<file path="src/rtl/divider_pkg.sv">
// Shared definitions for the sequential restoring divider.
// Holds the default width, counter width and FSM state encoding.
package divider_pkg;

    localparam int WIDTH = 8;
    localparam int CNT_W = $clog2(WIDTH);

    typedef enum logic [1:0] {
        IDLE,
        ITER,
        DONE
    } state_t;

endpackage

</file>
<file path="src/rtl/restoring_divider_8_bit_restoring_step.sv">
// One restoring-division step: shift in a dividend bit, trial-subtract
// the divisor with a ripple adder, keep the difference if it is non-negative.
module full_adder (
    input  logic a,
    input  logic b,
    input  logic cin,
    output logic sum,
    output logic cout
);

    assign sum  = a ^ b ^ cin;
    assign cout = (a & b) | (cin & (a ^ b));

endmodule

module restoring_step #(
    parameter int WIDTH = 8
) (
    input  logic [WIDTH-1:0] r,
    input  logic             q_msb,
    input  logic [WIDTH-1:0] d,
    output logic [WIDTH-1:0] r_next,
    output logic             qbit
);

    // The stored remainder MSB is always 0 (remainder < divisor),
    // so only the low WIDTH bits are carried between steps.
    logic [WIDTH:0] s;
    logic [WIDTH:0] nd;
    logic [WIDTH:0] t;
    logic [WIDTH:0] c;

    assign s    = {r, q_msb};
    assign nd   = ~{1'b0, d};
    assign c[0] = 1'b1;

    for (genvar i = 0; i < WIDTH; i++) begin : g_fa
        full_adder u_fa (
            .a   (s[i]),
            .b   (nd[i]),
            .cin (c[i]),
            .sum (t[i]),
            .cout(c[i+1])
        );
    end

    // Top bit needs only the sum; its carry-out has no use.
    assign t[WIDTH] = s[WIDTH] ^ nd[WIDTH] ^ c[WIDTH];

    assign qbit   = ~t[WIDTH];
    assign r_next = qbit ? t[WIDTH-1:0] : s[WIDTH-1:0];

endmodule

</file>
<file path="src/rtl/restoring_divider_8_bit.sv">
// Sequential unsigned restoring divider, one quotient bit per clock.
// Run/Done handshake; constant WIDTH+1 edge latency including divide by 0.
module restoring_divider_8_bit #(
    parameter int WIDTH = divider_pkg::WIDTH
) (
    input  logic             Clk,
    input  logic             Reset,
    input  logic             Run,
    input  logic [WIDTH-1:0] Dividend,
    input  logic [WIDTH-1:0] Divisor,
    output logic [WIDTH-1:0] Quotient,
    output logic [WIDTH-1:0] Remainder,
    output logic             Busy,
    output logic             Done,
    output logic             Div_By_Zero
);

    import divider_pkg::*;

    localparam int            CW   = $clog2(WIDTH);
    localparam logic [CW-1:0] LAST = CW'(WIDTH - 1);

    state_t           state;
    state_t           state_next;
    logic [WIDTH-1:0] r;
    logic [WIDTH-1:0] q;
    logic [WIDTH-1:0] d;
    logic [CW-1:0]    count;
    logic             dz;
    logic [WIDTH-1:0] r_step;
    logic [WIDTH-1:0] q_step;
    logic             qbit;

    restoring_step #(
        .WIDTH(WIDTH)
    ) u_step (
        .r     (r),
        .q_msb (q[WIDTH-1]),
        .d     (d),
        .r_next(r_step),
        .qbit  (qbit)
    );

    assign q_step = {q[WIDTH-2:0], qbit};

    // State register with reset priority
    always_ff @(posedge Clk) begin
        if (Reset) state <= IDLE;
        else       state <= state_next;
    end

    // Next-state selection
    always_comb begin
        state_next = state;
        unique case (state)
            IDLE:    if (Run) state_next = ITER;
            ITER:    if (count == LAST) state_next = DONE;
            DONE:    if (!Run) state_next = IDLE;
            default: state_next = IDLE;
        endcase
    end

    // Operand latch, iteration datapath and result/handshake registers
    always_ff @(posedge Clk) begin
        if (Reset) begin
            r           <= '0;
            q           <= '0;
            d           <= '0;
            count       <= '0;
            dz          <= 1'b0;
            Quotient    <= '0;
            Remainder   <= '0;
            Busy        <= 1'b0;
            Done        <= 1'b0;
            Div_By_Zero <= 1'b0;
        end else begin
            unique case (state)
                IDLE: begin
                    if (Run) begin
                        d     <= Divisor;
                        q     <= Dividend;
                        r     <= '0;
                        count <= '0;
                        dz    <= (Divisor == '0);
                        Busy  <= 1'b1;
                    end
                end
                ITER: begin
                    r     <= r_step;
                    q     <= q_step;
                    count <= count + 1'b1;
                    if (count == LAST) begin
                        Quotient    <= q_step;
                        Remainder   <= r_step;
                        Div_By_Zero <= dz;
                        Busy        <= 1'b0;
                        Done        <= 1'b1;
                    end
                end
                DONE: begin
                    if (!Run) Done <= 1'b0;
                end
                default: ;
            endcase
        end
    end

endmodule

</file>
<file path="config.mk">
export PLATFORM = sky130hd
export DESIGN_NAME = restoring_divider_8_bit
export DESIGN_NICKNAME = d
export VERILOG_FILES = /design/src/rtl/divider_pkg.sv /design/src/rtl/restoring_divider_8_bit_restoring_step.sv /design/src/rtl/restoring_divider_8_bit.sv
export SDC_FILE = /design/constraint.sdc
export NUM_CORES = 1
export LEC_CHECK = 0
export BUFFER_PORTS_ARGS = -buffer_cell sky130_fd_sc_hd__buf_2
export CORE_UTILIZATION = 40
export CTS_CLUSTER_SIZE = 20
export DETAILED_ROUTE_END_ITERATION = 7
export HOLD_SLACK_MARGIN = 0.1
export SYNTH_ARGS = -nofsm -noshare
export SYNTH_HDL_FRONTEND = slang
export SYNTH_SLANG_ARGS = --single-unit
</file>
<file path="constraint.sdc">
create_clock -name Clk -period 9.35 [get_ports Clk]
set_input_delay 2.3375 -clock Clk [delete_from_list [all_inputs] [get_ports Clk]]
set_output_delay 2.3375 -clock Clk [all_outputs]
set_load 0.01 [all_outputs]
</file>
==> results of run 1 <==
## power groups by stage
stage	registers, mW	clock network (mW)	logic (mW)
after floorplan	0.228	0	0.0576
after global placement	0.230	0	0.0717
after detailed placement	0.230	0	0.0721
after CTS	0.226	0.118	0.0724
after global routing	0.227	0.128	0.0811
final	0.226	0.115	0.0715
## critical path, cell delays in order, from the launching register on
cell and delay, ns:
dfxtp_1 0.31, inv_1 0.06, ha_1 0.13, inv_1 0.05
fa_1 0.41, fa_1 0.39, inv_1 0.08, fa_1 0.16
inv_1 0.05, fa_1 0.38, inv_1 0.08, fa_1 0.17
inv_1 0.05, fa_1 0.41, fa_1 0.48, xor2_4 0.36
mux2_2 0.40, o21ai_0 0.14
## worst paths after layout
path                             startpoint            to  slack, ns
worst max-delay path                   q[7]  Remainder[5]       5.19
worst min-delay path            Quotient[5]   Quotient[5]       0.45
worst max register to register         q[7]  Remainder[5]       5.19
worst min register to register  Quotient[5]   Quotient[5]       0.45
## cells by family after synthesis
| kind of cell | after synthesis |
|---|---|
| simple gates | 66 |
| flops | 49 |
| compound gates | 44 |
| buf+inv | 27 |
| mux | 23 |
| fa+ha+maj | 10 |
| xor+xnor | 1 |
## registers in the layout (all words and copies together) (netlist names)
signal and cells:
Busy 1, Div_By_Zero 1, Done 1, Quotient 8, Remainder 8, count 3, d 8, dz 1
q 8, r 8, state 2
## area by class of cell
cell class / count / area (sq um) / share of cell area
Timing Repair Buffer: 37 / 185 / 0.0762
Multi-Input combinational cell: 144 / 1050 / 0.433
Sequential cell: 49 / 981 / 0.404
Inverter: 13 / 48.8 / 0.0201
Tap cell: 70 / 87.6 / 0.0361
Clock buffer: 5 / 68.8 / 0.0283
Clock inverter: 1 / 5.00 / 0.00206
## layout by cell type (no fill, tap or decap), types with 2 or more instances in the layout
cell type and count:
fa_1 7, nor4_1 2, nor2_1 28, inv_1 13, clkbuf_8 5, nor3_1 3, mux2i_1 20, a21oi_1 14
nor2b_1 3, ha_1 3, nand3b_1 4, a22o_1 2, o21ai_0 5, dfxtp_1 49, o2bb2ai_1 8, a22oi_1 2
nand2b_1 5, nand2_1 16, buf_2 37, a211oi_1 11, mux2_2 3
## layer usage
| metal | wire, um | part of all wire |
|---|---|---|
| met2 | 1790 | 0.44 |
| met3 | 178 | 0.044 |
| met4 | 62 | 0.015 |
| met1 | 2040 | 0.50 |
| met5 | 0 | 0 |
## through the flow
| stage | hold WS (ns) | std cells |
|---|---|---|
| 6_report | 0.454 | 319 |
| 5_1_grt | 0.479 | 319 |
| 4_1_cts | 0.457 | 319 |
| 3_5_place_dp | 0.445 | 313 |
| 3_3_place_gp | 0.442 | 313 |
| 2_1_floorplan | 0.432 | 220 |
==> impl_results.md, run 1 <==
* Worst-path clk slew at roughly 0.08 ns
* Mux contribution to synthesized area at 0.110
* Root buffer cell: clkbuf_8
* CP Data Required Time at 9.58 ns
* Post-DP Area at ~2400 sq um
* Pint at between 0.3 and 0.4 mW
* Register area share after synthesis at 0.459
* Initial core utilization at 0.416
* Maximum vdd ir drop at ~0.055 mV
* Die area at 5640 sq um
* Gr usage total at 0.159
* Count leader, synth: dfxtp_1
* Largest net degree at the start of global routing at 44
* Crit Path Class: flop to flop
* # hold bufs at CTS at 0
* Fillers at between 500 and 600
* Post-synth top area share at 0.459
* Max Root-Sink Buffers at 2
* Fin util at 0.472
* Number of H-tree levels at 2
* Setup WS post-layout at 5.19 ns
* Post-Syn Area at 2140 sq um
* Actual slew at the worst max-slew pin at 0.946 ns
* Vias in the first global route at ~1,400
* Length of the first detailed-routing pass in iterations at 4
* Commonest cells in the netlist: dfxtp_1 (49), nor2_1 (28), mux2i_1 (20), nand2_1 (16), a21oi_1 (14)
* Mapped Avg Cell Area at ~9.7 sq um
* Ant. Diodes at 0
* Synth Net Count at 249
* Worst min path class: flop to flop
* Fin crit share at 0.445
* TritonCTS clock tree: done
* CP Launch Type: flop
* Post-Synth Adder-Cell Area at 0.0832
* Outcome: finished, final reports clean
* DRC violations left at 0
* Synth Area in Compound Gates at 0.138
* Xor/xnor share of the synthesized area at 0.0129
* RSZ-0062 raised after global routing: false
* DP Worst Slack at 5.16 ns
* Pwr dens at between 150 and 200 nW/um^2
* Pwr Total at 0.412 mW
* GRT met1 Usage at 0.213
* Sw frac at 0.271
* Synth Instances at 220
* Routed Antenna Nets at 0
* Clk sinks at 49
* FFs w/ async S/R, synth at 0
* Synth area leader: dfxtp_1
* Fin area at 2430 sq um
* Vias per cell at 4.92
* Clock power frac at 0.279
* Hold Path Cell Cnt at 2
* First-pass GRT wire length at 6690 um
* Width of the die at 75.1 um
* Resized Gates After CTS at 0
* Grt ovf at 0
* Leakage at just under 1 nW
* Met3 Use GR at 0.0455
* # rows at 26
* Arrival time worst endpoint at 4.39 ns
* Area Growth Syn to Fin at 13.7%
* Drt initial violations at 54
* Final Max Slew Viols at 0
* Post-synthesis simple-gate area fraction at 0.146
* Clock Latency Late Sink at 0.30 ns
* CP Max Fanout at 10
* Flops & latches, synth at 49
* Worst R2R Path Depth at 17
* Final Skew at ~0.0054 ns
* Final min period at 4.16 ns
* Nets at 279
* Num CTS Buffers at 5
* Routed WL at 4060 um
* Post-synth EDFFs at 0
* Post-CTS Setup Bufs at 0
* Post-DR wirelength/cell at about 13 um
* TNS Setup at 0 ns
* Combinational Power Share at 0.174
* Setup violators final at 0
* Layout cells sized above 1 at 0.201
* CP Capture Type: flop
* Rel. slew slack at 0.367
* Main area contributors after synthesis: dfxtp_1 (46%), mux2i_1 (9.4%), fa_1 (6.6%)
* Cell variety after synth at 29
* Global placer's final weighted congestion at 0.733
* I/O Pins at 38
* NetSw at 0.112 mW
* Final hold violations at 0
* Core box area at 5140 sq um
* DR vias at between 1,500 and 2,000
* Synthesis Warnings at 0
* Die height at 75.1 um
* Seq pwr share at 0.548
* Initial antenna violation count at 0
* Achievable clock frequency at 0.240 GHz
* Max-Cap Viols at 0
* Primary FF master, synth: dfxtp_1
* HPWL after detailed placement at 2870 um
* Largest family of logic cells by synthesized area: simple AND/OR/NAND/NOR gates
* Met2 GRT Util at 0.248
* IO buf count at 37
* Top Usage Layer GRT: met2
(Power assumes the default switching activity.)
==> run 2: changes to the inputs <==
==> constraint.sdc (replaced) <==
create_clock -name Clk -period 3.9 [get_ports Clk]
set_input_delay 0.975 -clock Clk [delete_from_list [all_inputs] [get_ports Clk]]
set_output_delay 0.975 -clock Clk [all_outputs]
set_load 0.01 [all_outputs]
==> run 2 against run 1 <==
Clock skew is 0.0018 ns higher. Design area is 8.8% higher. Clock power grew to 3.1 times the previous value. Count of clock-buffer cells in the layout stayed put. First-iteration DRC count is 26% lower. Non-clock buffer count is 9 higher.
==> impl_results.md, run 2 (same netlist as run 1, synthesis figures left out) <==
* Outcome: finished, final reports clean (unchanged)
* Most common cell on crit path: fa_2 (was fa_1)
* Final min period at 3.87 ns (was 4.16 ns)
* Die height at 75.1 um (unchanged)
* CP Launch Type: flop (unchanged)
* TritonCTS clock tree: done (unchanged)
* Layout cells sized above 1 at 0.320 (was 0.201)
* Worst Hold End: Quotient[1] (was Quotient[5])
* DRC violations left at 0 (unchanged)
* HPWL after detailed placement at 2850 um (was 2870 um)
* Clock Latency Late Sink at 0.30 ns (about the same)
* Largest net degree at the start of global routing at 44 (unchanged)
* Worst hold start: Quotient[1] (was Quotient[5])
* Leakage at 1.06 nW (was 0.993 nW)
* Register Area at 983 sq um (was 981 sq um)
* R2R Path Start: q[7] (unchanged)
* IO buf count at 37 (unchanged)
* Core box area at 5140 sq um (unchanged)
* Commonest cells after routing, fill and taps aside: dfxtp_1 (47), buf_2 (37), nor2_1 (28), nand2_1 (16), mux2i_1 (15) (was dfxtp_1 (49), buf_2 (37), nor2_1 (28), mux2i_1 (20), nand2_1 (16))
* Nets at 288 (was 279)
* Achievable clock frequency at 0.258 GHz (was 0.240 GHz)
* # rows at 26 (unchanged)
* Worst-path clk slew at 0.09 ns (was 0.08 ns)
* RSZ-0062 raised after global routing: true (was false)
* Die area at 5640 sq um (unchanged)
* Vias per cell at 4.80 (was 4.92)
* Setup violators final at 0 (unchanged)
* First-pass GRT wire length at 6660 um (was 6690 um)
* Crit-path max cell delay at 0.43 ns (was 0.48 ns)
* Initial antenna violation count at 0 (unchanged)
* Routed Antenna Nets at 0 (unchanged)
* Gr usage total at 0.157 (was 0.159)
* WP buf/inv at 7 (was 6)
* Number of H-tree levels at 2 (unchanged)
* R2R Setup Slk at 0.03 ns (was 5.19 ns)
* Root buffer cell: clkbuf_8 (unchanged)
* Hold Path Cell Cnt at 2 (unchanged)
* Setup WS post-layout at 0.0300 ns (was 5.19 ns)
* Max-Cap Viols at 0 (unchanged)
* Highest-delay cell along the critical path: fa_2 (was fa_1)
* Post-DR wirelength/cell at 12.6 um (was 12.7 um)
* Area Growth Syn to Fin at 23.7% (was 13.7%)
* CP Max Fanout at 5 (was 10)
* Critical Path, Cell by Cell: inv_2, ha_4, inv_2, fa_2, fa_2, inv_2, fa_2, inv_2, fa_2, inv_2, fa_2, inv_2, fa_2, fa_2, xor2_4, buf_6, mux2_4, o2bb2ai_2 (was inv_1, ha_1, inv_1, fa_1, fa_1, inv_1, fa_1, inv_1, fa_1, inv_1, fa_1, inv_1, fa_1, fa_1, xor2_4, mux2_2, o21ai_0)
* Clk sinks at 49 (unchanged)
* CP Data Required Time at 4.13 ns (was 9.58 ns)
* DP Worst Slack at -0.145 ns (was 5.16 ns)
* Fin crit share at 0.992 (was 0.445)
* Rel. slew slack at 0.357 (was 0.367)
* Length of the first detailed-routing pass in iterations at 4 (unchanged)
* Max Root-Sink Buffers at 2 (unchanged)
* Global placer's final weighted congestion at 0.718 (was 0.733)
* Initial core utilization at 0.416 (unchanged)
* Pwr dens at 453 nW/um^2 (was 170 nW/um^2)
* Vias in the first global route at 1,475 (was 1,411)
* CP delay by family, top: adder cells (unchanged)
* Arrival time worst endpoint at 4.10 ns (was 4.39 ns)
* Final Skew at 0.00720 ns (was 0.00540 ns)
* Fillers at 511 (was 551)
* Worst min path class: flop to flop (unchanged)
* Final Max Slew Viols at 0 (unchanged)
* Drt initial violations at 40 (was 54)
* Routed WL at 4130 um (was 4060 um)
* Crit Path Class: flop to flop (unchanged)
* Num CTS Buffers at 5 (unchanged)
* CP Capture Type: flop (unchanged)
* # hold bufs at CTS at 0 (unchanged)
* Grt ovf at 0 (unchanged)
* Actual slew at the worst max-slew pin at 0.960 ns (was 0.946 ns)
* DR vias at 1,579 (was 1,570)
* I/O Pins at 38 (unchanged)
* Maximum vdd ir drop at 0.156 mV (was 0.0550 mV)
* Fin util at 0.514 (was 0.472)
* Ant. Diodes at 0 (unchanged)
* Multi-input logic area at 1160 sq um (was 1050 sq um)
* R2r endpoint: r[3] (was Remainder[5])
* Most common cell after layout, fill and taps aside: dfxtp_1 (unchanged)
* Width of the die at 75.1 um (unchanged)
* Worst R2R Path Depth at 18 (was 17)
* Final hold violations at 0 (unchanged)
## run 2: stage by stage
| step | power (mW) | setup TNS (ns) | cell area (sq um) | hold slack (ns) | std cells |
|---|---|---|---|---|---|
| finish | 1.20 | 0 | 2640 | 0.454 | 329 |
| global route | 1.25 | -1.49 | 2640 | 0.472 | 329 |
| CTS | 1.15 | 0 | 2570 | 0.457 | 328 |
| detailed placement | 0.773 | -1.28 | 2430 | 0.445 | 320 |
| global placement | 0.773 | -0.624 | 2430 | 0.440 | 320 |
| floorplan | 0.698 | 0 | 2150 | 0.432 | 220 |
## run 2: power breakdown
group / internal (mW) / switching (mW) / leakage (nW)
logic: 0.169 / 0.133 / 0.604
clock network: 0.187 / 0.166 / 0.0540
registers: 0.522 / 0.0213 / 0.400
## run 2: layout make-up
cell class,count,area share
Clock buffer,5,0.0260
Timing Repair Buffer,46,0.0985
Sequential cell,49,0.372
Multi-Input combinational cell,144,0.438
Inverter,13,0.0185
Clock inverter,2,0.0133
Tap cell,70,0.0331
## run 2: what timing repair did
action	in CTS	in global routing
setup buffers	1	1
resized for setup	15	14
pin swaps	2	3
endpoints found under the hold margin	0	0
endpoints found under the setup margin	16	17
## run 2: how the worst max path moves through the flow
stage / startpoint / endpoint / slack (ns) / cells after the start
floorplan: q[7] / Remainder[5] / 0.02 / 17
global placement: q[7] / Remainder[7] / -0.09 / 18
detailed placement: q[7] / Remainder[3] / -0.14 / 18
CTS: q[7] / r[3] / 0.02 / 18
global route: q[7] / Remainder[3] / -0.14 / 18
finish: q[7] / r[3] / 0.03 / 18
## run 2: metal layers
metal / track usage / wire length (um) / vias to the layer above
met5: 0 / 0 / -
met4: 0.0629 / 61 / 0
met3: 0.0361 / 150 / 6
met2: 0.250 / 1810 / 28
met1: 0.206 / 2110 / 715
li1: - / - / 830
## run 2: worst register-to-register path, cell delays in order (launching register included)
cell	delay, ns
dfxtp_2	0.33
inv_2	0.06
ha_4	0.12
inv_2	0.03
fa_2	0.35
fa_2	0.36
inv_2	0.06
fa_2	0.19
inv_2	0.04
fa_2	0.34
inv_2	0.06
fa_2	0.19
inv_2	0.04
fa_2	0.36
fa_2	0.43
xor2_4	0.23
buf_6	0.17
mux2_4	0.32
o2bb2ai_2	0.12
==> run 3: changes to the inputs <==
--- a/config.mk
+++ b/config.mk
@@ -6,10 +6,13 @@
 export NUM_CORES = 1
 export LEC_CHECK = 0
 export BUFFER_PORTS_ARGS = -buffer_cell sky130_fd_sc_hd__buf_2
-export CORE_UTILIZATION = 40
+export CELL_PAD_IN_SITES_DETAIL_PLACEMENT = 1
+export CELL_PAD_IN_SITES_GLOBAL_PLACEMENT = 2
+export CORE_UTILIZATION = 34
 export CTS_CLUSTER_SIZE = 20
 export DETAILED_ROUTE_END_ITERATION = 7
 export HOLD_SLACK_MARGIN = 0.1
+export PLACE_DENSITY_LB_ADDON = 0.1
 export SYNTH_ARGS = -nofsm -noshare
 export SYNTH_HDL_FRONTEND = slang
 export SYNTH_SLANG_ARGS = --single-unit
==> constraint.sdc (replaced) <==
create_clock -name Clk -period 3.9 [get_ports Clk]
set_input_delay 0.195 -clock Clk [delete_from_list [all_inputs] [get_ports Clk]]
set_output_delay 0.195 -clock Clk [all_outputs]
set_load 0.01 [all_outputs]
==> run 3 against run 2 <==
Non-clock buffer count decreased by 5. Highest routed layer unchanged. Hold slack got worse by 0.31 ns. Critical endpoint is now Remainder[5]. Global-route usage decreased by 0.25 points. Register-to-register slack got worse by 0.06 ns. Maximum frequency decreased by 1.5%. Final cell count unchanged. Critical path type unchanged. Setup slack got worse by 0.057 ns. The flow now finishes with violations (negative setup slack). Largest power group unchanged.
==> impl_results.md, run 3 (same netlist as run 1, synthesis figures left out) <==
* Max-Cap Viols at 0 (unchanged)
* Area Growth Syn to Fin at 22.1% (was 23.7%)
* Vias per cell at 4.94 (was 4.80)
* Final hold violations at 0 (unchanged)
* Largest net degree at the start of global routing at 44 (unchanged)
* Post-DR wirelength/cell at 14.4 um (was 12.6 um)
* Routed WL at 4740 um (was 4130 um)
* Most common cell after layout, fill and taps aside: dfxtp_1 (unchanged)
* Pwr dens at 429 nW/um^2 (was 453 nW/um^2)
* Layout cells sized above 1 at 0.319 (was 0.320)
* Final Max Slew Viols at 0 (unchanged)
* Num CTS Buffers at 5 (unchanged)
* Drt initial violations at 42 (was 40)
* CP Max Fanout at 7 (was 5)
* Outcome: finished with violations (was finished, final reports clean)
* Met2 GRT Util at 0.234 (was 0.250)
* Width of the die at 81.3 um (was 75.1 um)
* Met3 Use GR at 0.0461 (was 0.0361)
* Setup WS post-layout at -0.0270 ns (was 0.0300 ns)
* DRC violations left at 0 (unchanged)
* TNS Setup at -0.0743 ns (was 0 ns)
* # rows at 28 (was 26)
* CP Capture Type: flop (unchanged)
* Gr usage total at 0.155 (was 0.157)
* Actual slew at the worst max-slew pin at 0.974 ns (was 0.960 ns)
* Nets at 283 (was 288)
* Fin crit share at 1.01 (was 0.992)
* Core box area at 5990 sq um (was 5140 sq um)
* Routed Antenna Nets at 0 (unchanged)
* GRT met1 Usage at 0.210 (was 0.206)
* Achievable clock frequency at 0.255 GHz (was 0.258 GHz)
* Initial core utilization at 0.357 (was 0.416)
* TritonCTS clock tree: done (unchanged)
* Clock Latency Late Sink at 0.30 ns (about the same)
* Max Root-Sink Buffers at 2 (unchanged)
* Ant. Diodes at 0 (unchanged)
* Leakage at 1.03 nW (was 1.06 nW)
* # hold bufs at CTS at 0 (unchanged)
* Initial antenna violation count at 0 (unchanged)
* Final Skew at 0.00597 ns (was 0.00720 ns)
* Die area at 6600 sq um (was 5640 sq um)
* Worst min path class: input port to flop (was flop to flop)
* Worst R2R Path Depth at 18 (unchanged)
* Post-DP Area at 2410 sq um (was 2430 sq um)
* Die height at 81.3 um (was 75.1 um)
* Length of the first detailed-routing pass in iterations at 4 (unchanged)
* Vias in the first global route at 1,580 (was 1,475)
* RSZ-0062 raised after global routing: true (unchanged)
* CP Data Required Time at 4.13 ns (about the same)
* Crit Path Class: flop to flop (unchanged)
* Setup violators final at 8 (was 0)
* Failing checks: negative setup slack
* Hold Path Cell Cnt at 3 (was 2)
* First-pass GRT wire length at 7670 um (was 6660 um)
* Grt ovf at 0 (unchanged)
* DR vias at 1,625 (was 1,579)
* Worst-path clk slew at 0.09 ns (about the same)
* Fin area at 2610 sq um (was 2640 sq um)
* Root buffer cell: clkbuf_8 (unchanged)
* Rel. slew slack at 0.348 (was 0.357)
* IO buf count at 37 (unchanged)
* I/O Pins at 38 (unchanged)
* Maximum vdd ir drop at 0.143 mV (was 0.156 mV)
* Top Usage Layer GRT: met2 (unchanged)
* Final min period at 3.93 ns (was 3.87 ns)
* Global placer's final weighted congestion at 0.667 (was 0.718)
* Fillers at 709 (was 511)
* HPWL after detailed placement at 3230 um (was 2850 um)
* Clk sinks at 49 (unchanged)
* Commonest cells after routing, fill and taps aside: dfxtp_1 (47), buf_2 (37), nor2_1 (28), nand2_1 (16), mux2i_1 (15) (unchanged)
* Number of H-tree levels at 2 (unchanged)
* Arrival time worst endpoint at 4.16 ns (was 4.10 ns)
* CP Launch Type: flop (unchanged)
[run 3: cell types whose count changed in the layout (fill, tap and decap cells not counted), sizes merged]
cell / previous run / this run
bufinv: 1 / 0
clkinv: 1 / 0
clkbuf: 5 / 7
buf: 46 / 41
[run 3: what timing repair did]
action                     CTS  global route
setup endpoints to repair   18            18
buffers inserted             0             0
gates resized for setup      7            25
pin swaps                    2             9
[run 3: per-stage QoR]
step	setup slack [ns]	total power [mW]	std cells	util	hold slack, ns
CTS	0.0225	1.08	329	0.419	0.140
global route	-0.184	1.19	329	0.435	0.152
global placement	-0.0547	0.762	322	0.402	0.442
detailed placement	-0.131	0.764	322	0.402	0.448
floorplan	0.0215	0.698	220	-	0.342
finish	-0.0270	1.12	329	0.435	0.146
[run 3: area by class of cell]
cell class	count	area, sq um	share of cell area
multi-input cells	144	1170	0.450
flip-flops and latches	49	983	0.377
repair buffers	41	223	0.0854
well taps	75	93.8	0.0360
clock buffers	7	86.3	0.0331
inverters	13	48.8	0.0187
[run 3: worst max-delay path, stage by stage, from the launching register on]
cell and delay [ns]:
dfxtp_2 0.33, inv_2 0.07, ha_4 0.13, inv_2 0.04, fa_2 0.38, fa_2 0.39, inv_2 0.06, fa_2 0.19
inv_2 0.04, fa_2 0.34, inv_2 0.06, fa_2 0.18, inv_2 0.04, fa_2 0.38, fa_2 0.43, xor2_4 0.17
buf_8 0.17, mux2_4 0.32, o21ai_2 0.13
[run 3: final timing paths]
check                            startpoint      endpoint  slack [ns]
worst max-delay path                   q[7]  Remainder[5]       -0.03
worst min-delay path             Divisor[4]          d[4]        0.15
worst max register to register         q[7]  Remainder[5]       -0.03
worst min register to register  Quotient[2]   Quotient[2]        0.46
[run 3: report_power, final]
part           internal (mW)  leakage (nW)  switching (mW)  total (mW)
logic                  0.144         0.588           0.127       0.271
registers              0.522         0.400          0.0220       0.544
clock network          0.141        0.0443           0.163       0.304
total                  0.807          1.03           0.312        1.12
[run 3: per-layer routing]
metal  vias up  routed length, um
li1        818                  -
met4         0                 51
met2        33               2100
met5         -                  0
met3         6                221
met1       768               2370
